### src/rtl/alu_operand_stage_if.sv
// Operand-stage bus bundle: fetch-side instruction handshake, ALU-side operand
// bundle handshake, and the register/flag writeback return path.
//   master : fetch/ALU/writeback environment (drives instructions, out_ready, writebacks)
//   slave  : alu_operand_stage (drives in_ready and the operand bundle)
interface alu_operand_stage_if #(
  parameter int unsigned AW = 3
);
  logic                 in_valid;
  logic [31:0]          in_instr;
  logic                 in_ready;

  logic                 out_valid;
  logic                 out_ready;
  logic signed [31:0]   out_reg1;
  logic signed [31:0]   out_reg2;
  logic [15:0]          out_iv;
  logic [3:0]           out_opcode;
  logic [3:0]           out_cond;
  logic                 out_s;
  logic [3:0]           out_flag;
  logic [AW-1:0]        out_rd;

  logic                 wb_en;
  logic [AW-1:0]        wb_addr;
  logic [31:0]          wb_data;
  logic                 flag_we;
  logic [3:0]           new_flag;

  modport master (
    output in_valid, in_instr, out_ready, wb_en, wb_addr, wb_data, flag_we, new_flag,
    input  in_ready, out_valid, out_reg1, out_reg2, out_iv, out_opcode, out_cond,
           out_s, out_flag, out_rd
  );

  modport slave (
    input  in_valid, in_instr, out_ready, wb_en, wb_addr, wb_data, flag_we, new_flag,
    output in_ready, out_valid, out_reg1, out_reg2, out_iv, out_opcode, out_cond,
           out_s, out_flag, out_rd
  );
endinterface

### src/rtl/alu_operand_stage.sv
// Decode/operand-fetch stage ahead of the ALU. Decodes the instruction word,
// reads the 8x32 register file with writeback bypass, tracks pending register
// and flag writes, stalls on hazards and holds a registered operand bundle.
// Ports:
//   clk  - rising-edge clock
//   rst  - synchronous active-high reset
//   bus  - alu_operand_stage_if.slave: instruction in (valid/ready), operand
//          bundle out (valid/ready), register and flag writeback inputs
module alu_operand_stage #(
  parameter int unsigned NREG = 8
) (
  input  logic                 clk,
  input  logic                 rst,
  alu_operand_stage_if.slave   bus
);

  localparam int unsigned AW = $clog2(NREG);
  localparam int unsigned DW = 32;
  localparam int unsigned FW = 4;
  localparam int unsigned IW = 16;

  // Architectural state and scoreboard
  logic [DW-1:0]   rf_q [NREG];
  logic [FW-1:0]   flag_q;
  logic [NREG-1:0] pend_q;
  logic            fpend_q;

  // Output bundle registers
  logic            valid_q;
  logic [DW-1:0]   reg1_q;
  logic [DW-1:0]   reg2_q;
  logic [IW-1:0]   iv_q;
  logic [3:0]      opcode_q;
  logic [3:0]      cond_q;
  logic            s_q;
  logic [FW-1:0]   oflag_q;
  logic [AW-1:0]   rd_q;

  // Instruction field decode
  logic [3:0]    opcode;
  logic [3:0]    cond;
  logic          s;
  logic [AW-1:0] rd;
  logic [AW-1:0] rn;
  logic [AW-1:0] rm;
  logic [IW-1:0] iv;
  logic          unused_bits;

  assign opcode      = bus.in_instr[31:28];
  assign cond        = bus.in_instr[27:24];
  assign s           = bus.in_instr[23];
  assign rd          = bus.in_instr[20 +: AW];
  assign rn          = bus.in_instr[17 +: AW];
  assign iv          = bus.in_instr[15:0];
  assign rm          = iv[AW-1:0];
  assign unused_bits = bus.in_instr[16];

  // Opcode classes
  logic uses_rn;
  logic uses_rm;
  logic writes_rd;

  always_comb begin
    uses_rn   = !(opcode inside {4'b0110, 4'b0111, 4'b1111});
    uses_rm   = (opcode <= 4'b0101) || (opcode == 4'b0111) || (opcode == 4'b1011);
    writes_rd = (opcode <= 4'b1010) || (opcode == 4'b1100) || (opcode == 4'b1101);
  end

  // Register reads with same-cycle writeback bypass
  logic          rn_wb_hit;
  logic          rm_wb_hit;
  logic [DW-1:0] rn_data;
  logic [DW-1:0] rm_data;
  logic [FW-1:0] flag_data;

  assign rn_wb_hit = bus.wb_en && (bus.wb_addr == rn);
  assign rm_wb_hit = bus.wb_en && (bus.wb_addr == rm);
  assign rn_data   = rn_wb_hit ? bus.wb_data : rf_q[rn];
  assign rm_data   = rm_wb_hit ? bus.wb_data : rf_q[rm];
  assign flag_data = bus.flag_we ? bus.new_flag : flag_q;

  // Hazard detection: a pending source is resolved only by its writeback this cycle;
  // conditional instructions always wait for outstanding flags to land.
  logic hazard;
  logic issue;

  always_comb begin
    hazard = 1'b0;
    if (bus.in_valid) begin
      if (uses_rn && pend_q[rn] && !rn_wb_hit) hazard = 1'b1;
      if (uses_rm && pend_q[rm] && !rm_wb_hit) hazard = 1'b1;
      if (fpend_q && (!bus.flag_we || (cond != 4'b0000))) hazard = 1'b1;
    end
  end

  assign bus.in_ready = (!valid_q || bus.out_ready) && !hazard;
  assign issue        = bus.in_valid && bus.in_ready;

  // Scoreboard next state: clears from writeback first so a same-cycle set wins
  logic [NREG-1:0] pend_nxt;
  logic            fpend_nxt;

  always_comb begin
    pend_nxt  = pend_q;
    fpend_nxt = fpend_q;
    if (bus.wb_en)           pend_nxt[bus.wb_addr] = 1'b0;
    if (issue && writes_rd)  pend_nxt[rd]          = 1'b1;
    if (bus.flag_we)         fpend_nxt             = 1'b0;
    if (issue && s)          fpend_nxt             = 1'b1;
  end

  // State, register file and output bundle
  always_ff @(posedge clk) begin
    if (rst) begin
      for (int unsigned i = 0; i < NREG; i++) rf_q[i] <= '0;
      flag_q   <= '0;
      pend_q   <= '0;
      fpend_q  <= 1'b0;
      valid_q  <= 1'b0;
      reg1_q   <= '0;
      reg2_q   <= '0;
      iv_q     <= '0;
      opcode_q <= '0;
      cond_q   <= '0;
      s_q      <= 1'b0;
      oflag_q  <= '0;
      rd_q     <= '0;
    end else begin
      if (bus.wb_en)   rf_q[bus.wb_addr] <= bus.wb_data;
      if (bus.flag_we) flag_q            <= bus.new_flag;
      pend_q  <= pend_nxt;
      fpend_q <= fpend_nxt;
      if (issue) begin
        valid_q  <= 1'b1;
        reg1_q   <= rn_data;
        reg2_q   <= rm_data;
        iv_q     <= iv;
        opcode_q <= opcode;
        cond_q   <= cond;
        s_q      <= s;
        oflag_q  <= flag_data;
        rd_q     <= rd;
      end else if (bus.out_ready) begin
        valid_q  <= 1'b0;
      end
    end
  end

  assign bus.out_valid  = valid_q;
  assign bus.out_reg1   = reg1_q;
  assign bus.out_reg2   = reg2_q;
  assign bus.out_iv     = iv_q;
  assign bus.out_opcode = opcode_q;
  assign bus.out_cond   = cond_q;
  assign bus.out_s      = s_q;
  assign bus.out_flag   = oflag_q;
  assign bus.out_rd     = rd_q;

endmodule

### src/flat_wrapper.sv
// flat-port wrapper written by rule: the top's interface ports become plain ports
module alu_operand_stage_flat 
#(
  parameter int unsigned NREG = 8
)
  (clk, rst, bus_in_valid, bus_in_instr, bus_out_ready, bus_wb_en, bus_wb_addr, bus_wb_data, bus_flag_we, bus_new_flag, bus_in_ready, bus_out_valid, bus_out_reg1, bus_out_reg2, bus_out_iv, bus_out_opcode, bus_out_cond, bus_out_s, bus_out_flag, bus_out_rd);
  alu_operand_stage_if bus_i ();
  input  logic clk;
  input  logic rst;
  input wire logic [$bits(bus_i.in_valid)-1:0] bus_in_valid;
  input wire logic [$bits(bus_i.in_instr)-1:0] bus_in_instr;
  input wire logic [$bits(bus_i.out_ready)-1:0] bus_out_ready;
  input wire logic [$bits(bus_i.wb_en)-1:0] bus_wb_en;
  input wire logic [$bits(bus_i.wb_addr)-1:0] bus_wb_addr;
  input wire logic [$bits(bus_i.wb_data)-1:0] bus_wb_data;
  input wire logic [$bits(bus_i.flag_we)-1:0] bus_flag_we;
  input wire logic [$bits(bus_i.new_flag)-1:0] bus_new_flag;
  output wire logic [$bits(bus_i.in_ready)-1:0] bus_in_ready;
  output wire logic [$bits(bus_i.out_valid)-1:0] bus_out_valid;
  output wire logic [$bits(bus_i.out_reg1)-1:0] bus_out_reg1;
  output wire logic [$bits(bus_i.out_reg2)-1:0] bus_out_reg2;
  output wire logic [$bits(bus_i.out_iv)-1:0] bus_out_iv;
  output wire logic [$bits(bus_i.out_opcode)-1:0] bus_out_opcode;
  output wire logic [$bits(bus_i.out_cond)-1:0] bus_out_cond;
  output wire logic [$bits(bus_i.out_s)-1:0] bus_out_s;
  output wire logic [$bits(bus_i.out_flag)-1:0] bus_out_flag;
  output wire logic [$bits(bus_i.out_rd)-1:0] bus_out_rd;
  assign bus_i.in_valid = bus_in_valid;
  assign bus_i.in_instr = bus_in_instr;
  assign bus_i.out_ready = bus_out_ready;
  assign bus_i.wb_en = bus_wb_en;
  assign bus_i.wb_addr = bus_wb_addr;
  assign bus_i.wb_data = bus_wb_data;
  assign bus_i.flag_we = bus_flag_we;
  assign bus_i.new_flag = bus_new_flag;
  assign bus_in_ready = bus_i.in_ready;
  assign bus_out_valid = bus_i.out_valid;
  assign bus_out_reg1 = bus_i.out_reg1;
  assign bus_out_reg2 = bus_i.out_reg2;
  assign bus_out_iv = bus_i.out_iv;
  assign bus_out_opcode = bus_i.out_opcode;
  assign bus_out_cond = bus_i.out_cond;
  assign bus_out_s = bus_i.out_s;
  assign bus_out_flag = bus_i.out_flag;
  assign bus_out_rd = bus_i.out_rd;
  alu_operand_stage #(.NREG(NREG)) u_core (.clk(clk), .rst(rst), .bus(bus_i));
endmodule
### config.mk
export PLATFORM = sky130hd
export DESIGN_NAME = alu_operand_stage_flat
export DESIGN_NICKNAME = d
export VERILOG_FILES = /design/src/rtl/alu_operand_stage_if.sv /design/src/rtl/alu_operand_stage.sv /design/src/flat_wrapper.sv
export SDC_FILE = /design/constraint.sdc
export NUM_CORES = 1
export LEC_CHECK = 0
export ABC_CLOCK_PERIOD_IN_PS = 3800
export CAP_MARGIN = 20
export CELL_PAD_IN_SITES_DETAIL_PLACEMENT = 1
export CELL_PAD_IN_SITES_GLOBAL_PLACEMENT = 1
export CORE_AREA = 4 4 207 209
export CTS_CLUSTER_SIZE = 14
export DETAILED_ROUTE_END_ITERATION = 10
export DIE_AREA = 0 0 211 213
export DONT_BUFFER_PORTS = 1
export GPL_ROUTABILITY_DRIVEN = 0
export PLACE_DENSITY_LB_ADDON = 0.3
export SLEW_MARGIN = 5
export SYNTH_ARGS = -nofsm -noshare
export SYNTH_HDL_FRONTEND = slang
export SYNTH_SLANG_ARGS = --single-unit
### constraint.sdc
create_clock -name clk -period 3.8 [get_ports clk]
set_clock_uncertainty 0.15 [all_clocks]
set_input_delay 0.57 -clock clk [delete_from_list [all_inputs] [get_ports clk]]
set_output_delay 0.57 -clock clk [all_outputs]
set_load 0.02 [all_outputs]
# Word-level counts from Yosys, hierarchy flattened
# Memory sizes are Yosys's and may differ from the RTL's. A register that Yosys moved wholly into a read port is not among the register bits.
# Index checks and enable logic that the tools add are counted.
dict set report totals {
  regBits 46
  ramBits 256
  in_bits 77
  output_inout_bits 98
  mem_count 1
}
dict set report op_classes {
  n_lt_le_gt_ge 8
  n_eq_ne 8
  mux 27
  bitwise 3
  n_reduce_logical 30
}
# name words word_bits read_ports rd_clocked_by_memory_dff write_ports line_no
set memory_table {}
lappend memory_table {u_core.rf_q 8 32 2 2 8 alu_operand_stage.sv:23} ;# logic [DW-1:0] rf_q [NREG];
# op count
set ops {}
lappend ops {{2-to-1 mux 32 bit} 1}
lappend ops {{OR reduction 32 bit} 1}
lappend ops {{2-to-1 mux 1 bit} 18}
lappend ops {{== test 4 bit (second input constant)} 4}
lappend ops {{< comparator 3 x 4 -> 1 bit (second input constant)} 4}
lappend ops {{2-to-1 mux 8 bit} 2}
lappend ops {{logical AND 1 bit} 13}
lappend ops {{AND 8 bit} 1}
lappend ops {{== test 4 x 3 -> 1 bit (second input constant)} 2}
lappend ops {{inverter 8 bit} 1}
lappend ops {{OR 8 bit} 1}
lappend ops {{binary-select mux 1 bit (select 3 bit)} 2}
lappend ops {{demux 1 bit (select 3 bit)} 2}
lappend ops {{== test 3 bit} 2}
lappend ops {{>= comparator 3 x 1 -> 1 bit (second input constant)} 2}
lappend ops {{logical NOT 1 bit} 6}
lappend ops {{logical OR 1 bit} 6}
lappend ops {{less-or-equal comparator 4 x 3 -> 1 bit (second input constant)} 1}
lappend ops {{less-or-equal comparator 4 bit (second input constant)} 1}
lappend ops {{2-to-1 mux 4 bit} 1}
lappend ops {{nonzero test 2 bit} 2}
lappend ops {{nonzero test 4 bit} 1}
lappend ops {{2-to-1 mux 3 bit} 1}
lappend ops {{nonzero test 3 bit} 1}

# Longest topological paths before layout
dict set report depth {
  ltp_word 14
  mapped_depth 9
}

# Worst setup path after synthesis
# No wires, ideal clock.
dict set report synth_timing {
  path_type {input port to flip-flop}
  startpoint {input bus_wb_addr[1]}
  endpoint {memory u_core.rf_q[5][0], enable pin}
  arrival_ps 2477
  slack_ps 743
  path_stages 3
  path_buffers 1
  path_cell_list {buf_2 -> nand2b_1 -> o21bai_1}
}
# item line_no
set synth_rtl {}
lappend synth_rtl {{start: declaration} flat_wrapper.sv:14} ;# input wire logic [$bits(bus_i.wb_addr)-1:0] bus_wb_addr;
lappend synth_rtl {{end: declaration} alu_operand_stage.sv:23}

# Final worst setup path
dict set report layout_timing {
  startpoint {register u_core.pend_q[0]}
  endpoint {output bus_in_ready}
}
dict set report layout_via {
  elab_chain_len 10
  elab_cells_between_ends 14
}
# item line_no
set layout_lines {}
lappend layout_lines {{start: declaration} alu_operand_stage.sv:25} ;# logic [NREG-1:0] pend_q;
lappend layout_lines {{start signal: assignment} alu_operand_stage.sv:131} ;# pend_q <= pend_nxt;
lappend layout_lines {{binary-select mux 1 bit (select 3 bit)} alu_operand_stage.sv:90} ;# if (uses_rn && pend_q[rn] && !rn_wb_hit) hazard = 1'b1;
lappend layout_lines {{2-to-1 mux 1 bit (implied by the code)} alu_operand_stage.sv:90}
lappend layout_lines {{logical AND 1 bit (2 in a row)} alu_operand_stage.sv:90}
lappend layout_lines {{2-to-1 mux 1 bit} alu_operand_stage.sv:90}
lappend layout_lines {{2-to-1 mux 1 bit (*)} alu_operand_stage.sv:91} ;# if (uses_rm && pend_q[rm] && !rm_wb_hit) hazard = 1'b1;
lappend layout_lines {{2-to-1 mux 1 bit (*)} alu_operand_stage.sv:92} ;# if (fpend_q && (!bus.flag_we || (cond != 4'b0000))) hazard = 1'b1;
lappend layout_lines {{2-to-1 mux 1 bit (*)} alu_operand_stage.sv:89} ;# if (bus.in_valid) begin
lappend layout_lines {{logical NOT 1 bit (*)} alu_operand_stage.sv:96} ;# assign bus.in_ready = (!valid_q || bus.out_ready) && !hazard;
lappend layout_lines {{logical AND 1 bit (*)} alu_operand_stage.sv:96}
lappend layout_lines {{end: declaration} flat_wrapper.sv:18} ;# output wire logic [$bits(bus_i.in_ready)-1:0] bus_in_ready;
# Every way passes the cells marked *; elsewhere a longest branch is shown, timed or not. The select of a mux whose other input is x is not followed.

==> Implementation_results.wiki <==
{| class="wikitable"
! Metric !! Value
|-
| Outcome || complete, no violations
|-
| End point of the most critical hold path || u_core.bus.out_iv[8]
|-
| Hold Crit Depth || 2
|-
| Post-synthesis instance area || 0.0182 mm^2
|-
| Wire per inst || 28.7 um
|-
| Nature of the critical path endpoint || output port
|-
| Sequential share of the synthesized area || 54.2%
|-
| Width of the die || 211 um
|-
| Synthesis Warnings || 0
|-
| Endpoint of the worst-slack reg-to-reg timing path || u_core.bus.out_flag[2]
|-
| Startpoint of the lowest-slack hold path || bus_in_instr[8]
|-
| Worst slack after detailed placement || 653 ps
|-
| Clock edge transition at the registers on the reported setup and hold paths || 60 ps
|-
| Largest net degree at the start of global routing || 98
|-
| Critical-path cell list || nor2b_1 -> a2111oi_0 -> a311oi_2 -> a32oi_4 -> nand2_1 -> a21boi_0 -> buf_4
|-
| Crit path arrival time || 2300 ps
|-
| Filler-free cell count of the finished design || 1946
|-
| Number of hold violations in the final report || 0
|-
| CTS H-tree lvls || 2
|-
| Share of flip-flops with an asynchronous set or reset || 0%
|-
| CP startpoint kind || flop
|-
| Peak ir drop on the vdd network || 0.000215 V
|-
| Worst reg2reg setup slack || 1140 ps
|-
| Post-DRT Antenna Nets || 0
|-
| Worst endpoint required time || 3080 ps
|-
| Final setup violation count || 0
|-
| Effective utilization at floorplan || 44.7%
|-
| Register bit count reported by yosys || 366
|-
| Leakage power || 6.92 nW
|-
| Total inserted antenna cells || 0
|-
| Cell chosen for the clock root || sky130_fd_sc_hd__clkbuf_16
|-
| Biggest fanout along the worst timing path || 3
|-
| Layout cell share with drive strength beyond 1 || 17.0%
|-
| Post-CTS resize count || 0
|-
| Number of cells produced by synthesis || 1443
|-
| Primary flip-flop cell chosen by synthesis mapping || sky130_fd_sc_hd__edfxtp_1
|-
| # rows || 74
|-
| Overall power consumption || 0.00953 W
|-
| Worst slew pin tran || 922 ps
|-
| Post-synthesis cell type with the largest combined area || sky130_fd_sc_hd__edfxtp_1
|-
| Number of synthesized flops with an enable pin || 256
|-
| Routed via count || 12337
|-
| FMAX || 331 MHz
|-
| Portion of the clock cycle consumed by the worst path in the final layout || 79.5%
|-
| Floorplan core area || 0.0408 mm^2
|-
| Setup Crit Path Kind || reg2out
|-
| Slew headroom || 38.5%
|-
| Area contributors post-synth || sky130_fd_sc_hd__edfxtp_1 (42%), sky130_fd_sc_hd__mux4_2 (16%), sky130_fd_sc_hd__dfxtp_1 (12%), sky130_fd_sc_hd__and2_1 (8.8%), sky130_fd_sc_hd__o2111ai_1 (3.1%)
|-
| Post-route DRC || 0
|-
| Hold Slack || 21.4 ps
|-
| Worst path max stage delay || 490 ps
|-
| Top cells by instance count after synthesis || sky130_fd_sc_hd__and2_1 (257), sky130_fd_sc_hd__edfxtp_1 (256), sky130_fd_sc_hd__mux4_2 (128)
|-
| Shortest period the worst path allows || 3020 ps
|-
| Top-area cell type share of the netlist area || 42.2%
|-
| Final HPWL from detailed placement || 31.3 mm
|-
| Worst reg-to-reg path cell count || 7
|-
| Top-Level Pins || 175
|-
| Maximum clock insertion buffer count || 3
|-
| Worst reg2reg startpoint || u_core.pend_q[0]
|-
| Maxcap violations || 0
|-
| Detailed-router iteration count before antenna repair || 5
|-
| Growth of design area from synthesis to finish || 9.50%
|-
| Min setup slack post-route || 779 ps
|-
| Path type of the worst min-delay path || in2reg
|-
| Height of the die || 213 um
|-
| Total instance count after detailed placement || 1877
|-
| Max-slew violation count || 0
|-
| Insertion delay of the later-clocked pin in the worst-skew pair || 540 ps
|-
| Average footprint of a synthesized cell || 12.6 um^2
|-
| Initial antenna violation count || 0
|-
| Total buffers and inverters traversed by the critical path || 1
|-
| Post-Syn Nets || 1520
|-
| TritonCTS Buffers || 39
|-
| Top delay family on crit path || compound AO/OA/AOI/OAI gates
|-
| Power density relative to cell area || 477 mW/mm^2
|-
| Fin nets || 1464
|-
| Library cells used by synthesis || 46
|-
| Die area || 0.0449 mm^2
|-
| Clock sinks || 366
|-
| Global-route usage over all layers || 24.5%
|-
| Count leader, synth || sky130_fd_sc_hd__and2_1
|-
| Port Buffer Count || 0
|-
| First-pass GRT wire length || 83.5 mm
|-
| Slowest-stage cell, CP || sky130_fd_sc_hd__a2111oi_0
|-
| Total detailed-routing wirelength || 55.8 mm
|-
| Mean number of vias per cell || 6.34
|-
| TritonCTS clock tree || done
|-
| Setup TNS || 0 ps
|-
| Initial detailed-routing violation count || 1157
|-
| Via count of the first global-routing pass || 13225
|-
| Leftover overflow at the end of global routing || 0
|-
| RSZ-0062 raised after global routing || false
|}
## where the power goes
| part | switching (W) | internal [W] |
|---|---|---|
| registers | 0.000266 | 0.00455 |
| logic | 0.000576 | 0.000473 |
| clock network | 0.00157 | 0.00210 |
| total | 0.00241 | 0.00712 |
## layout by cell type (no fill, tap or decap), types with 3 or more instances in the layout
master / n
sky130_fd_sc_hd__a32oi_1: 3
sky130_fd_sc_hd__buf_12: 6
sky130_fd_sc_hd__xor2_1: 4
sky130_fd_sc_hd__mux4_2: 128
sky130_fd_sc_hd__o21bai_4: 3
sky130_fd_sc_hd__and2_1: 257
sky130_fd_sc_hd__buf_4: 29
sky130_fd_sc_hd__clkbuf_16: 42
sky130_fd_sc_hd__a21oi_1: 93
sky130_fd_sc_hd__mux2_2: 4
sky130_fd_sc_hd__nand2_1: 105
sky130_fd_sc_hd__or2_2: 4
sky130_fd_sc_hd__o2111ai_1: 65
sky130_fd_sc_hd__o21ai_1: 5
sky130_fd_sc_hd__clkbuf_8: 4
sky130_fd_sc_hd__edfxtp_1: 256
sky130_fd_sc_hd__nor2_1: 17
sky130_fd_sc_hd__mux2i_1: 41
sky130_fd_sc_hd__clkbuf_1: 13
sky130_fd_sc_hd__o22ai_1: 8
sky130_fd_sc_hd__nand3_1: 65
sky130_fd_sc_hd__clkinv_1: 5
sky130_fd_sc_hd__o21ai_0: 88
sky130_fd_sc_hd__nor2b_1: 8
sky130_fd_sc_hd__nand2b_1: 7
sky130_fd_sc_hd__a31o_2: 3
sky130_fd_sc_hd__inv_1: 10
sky130_fd_sc_hd__dfxtp_1: 110
## kinds of logic after synthesis
family                    count (synthesis)  synth area share, %
xor gates and xnor gates                  6                0.288
buffers and inverters                   145                 3.42
AOI/OAI and AO/OA                       279                 9.57
DFF                                     366                 54.2
and+or+nand+nor                         473                 14.1
muxes                                   174                 18.4
## state kept, by name, summed over array words and instances, names as in the netlist
name	flops
u_core.bus.out_reg2	32
u_core.flag_q	4
u_core.bus.out_valid	1
u_core.bus.out_flag	4
u_core.bus.out_iv	16
u_core.fpend_q	1
u_core.bus.out_reg1	32
u_core.bus.out_rd	3
u_core.bus.out_s	1
u_core.bus.out_cond	4
u_core.bus.out_opcode	4
u_core.rf_q	256
u_core.pend_q	8
## worst max path at each step
stage	startpoint	end	slack, ps	depth (start not counted)
finish	u_core.pend_q[0]	bus_in_ready	780	7
detailed placement	bus_in_instr[1]	u_core.bus.out_reg2[24]	650	6
CTS	u_core.pend_q[0]	bus_in_ready	730	7
global placement	bus_in_instr[1]	u_core.bus.out_reg2[17]	750	6
floorplan	bus_wb_addr[1]	u_core.rf_q[5][0]	740	3
global route	u_core.pend_q[0]	bus_in_ready	630	7
## through the flow
step                instance area [um^2]  utilization (%)
CTS                                20000             48.9
finish                             20000             48.9
global route                       20000             48.9
floorplan                          18200                -
global placement                   18700             45.9
detailed placement                 18700             45.9
## repair_timing
item                      4_1_cts  5_1_grt
hold buffers                    1        0
buffers inserted                0        0
hold endpoints to repair       97        0
## final cells by class
type | count | area [um^2]
multi-input combinational | 932 | 7800
timing repair buffer | 36 | 365
tap | 532 | 666
inverter | 12 | 45.0
clock inverter | 7 | 28.8
fill | 4116 | 20900
sequential | 366 | 9890
clock buffer | 61 | 1170
## layer usage
layer | track usage [%] | vias up | routed length (um)
li1 | - | 5336 | -
met1 | 31.7 | 6546 | 22500
met2 | 42.7 | 390 | 28300
met3 | 5.44 | 65 | 4050
met4 | 5.34 | 0 | 928
met5 | 0 | - | 0
(Power assumes the default switching activity.)
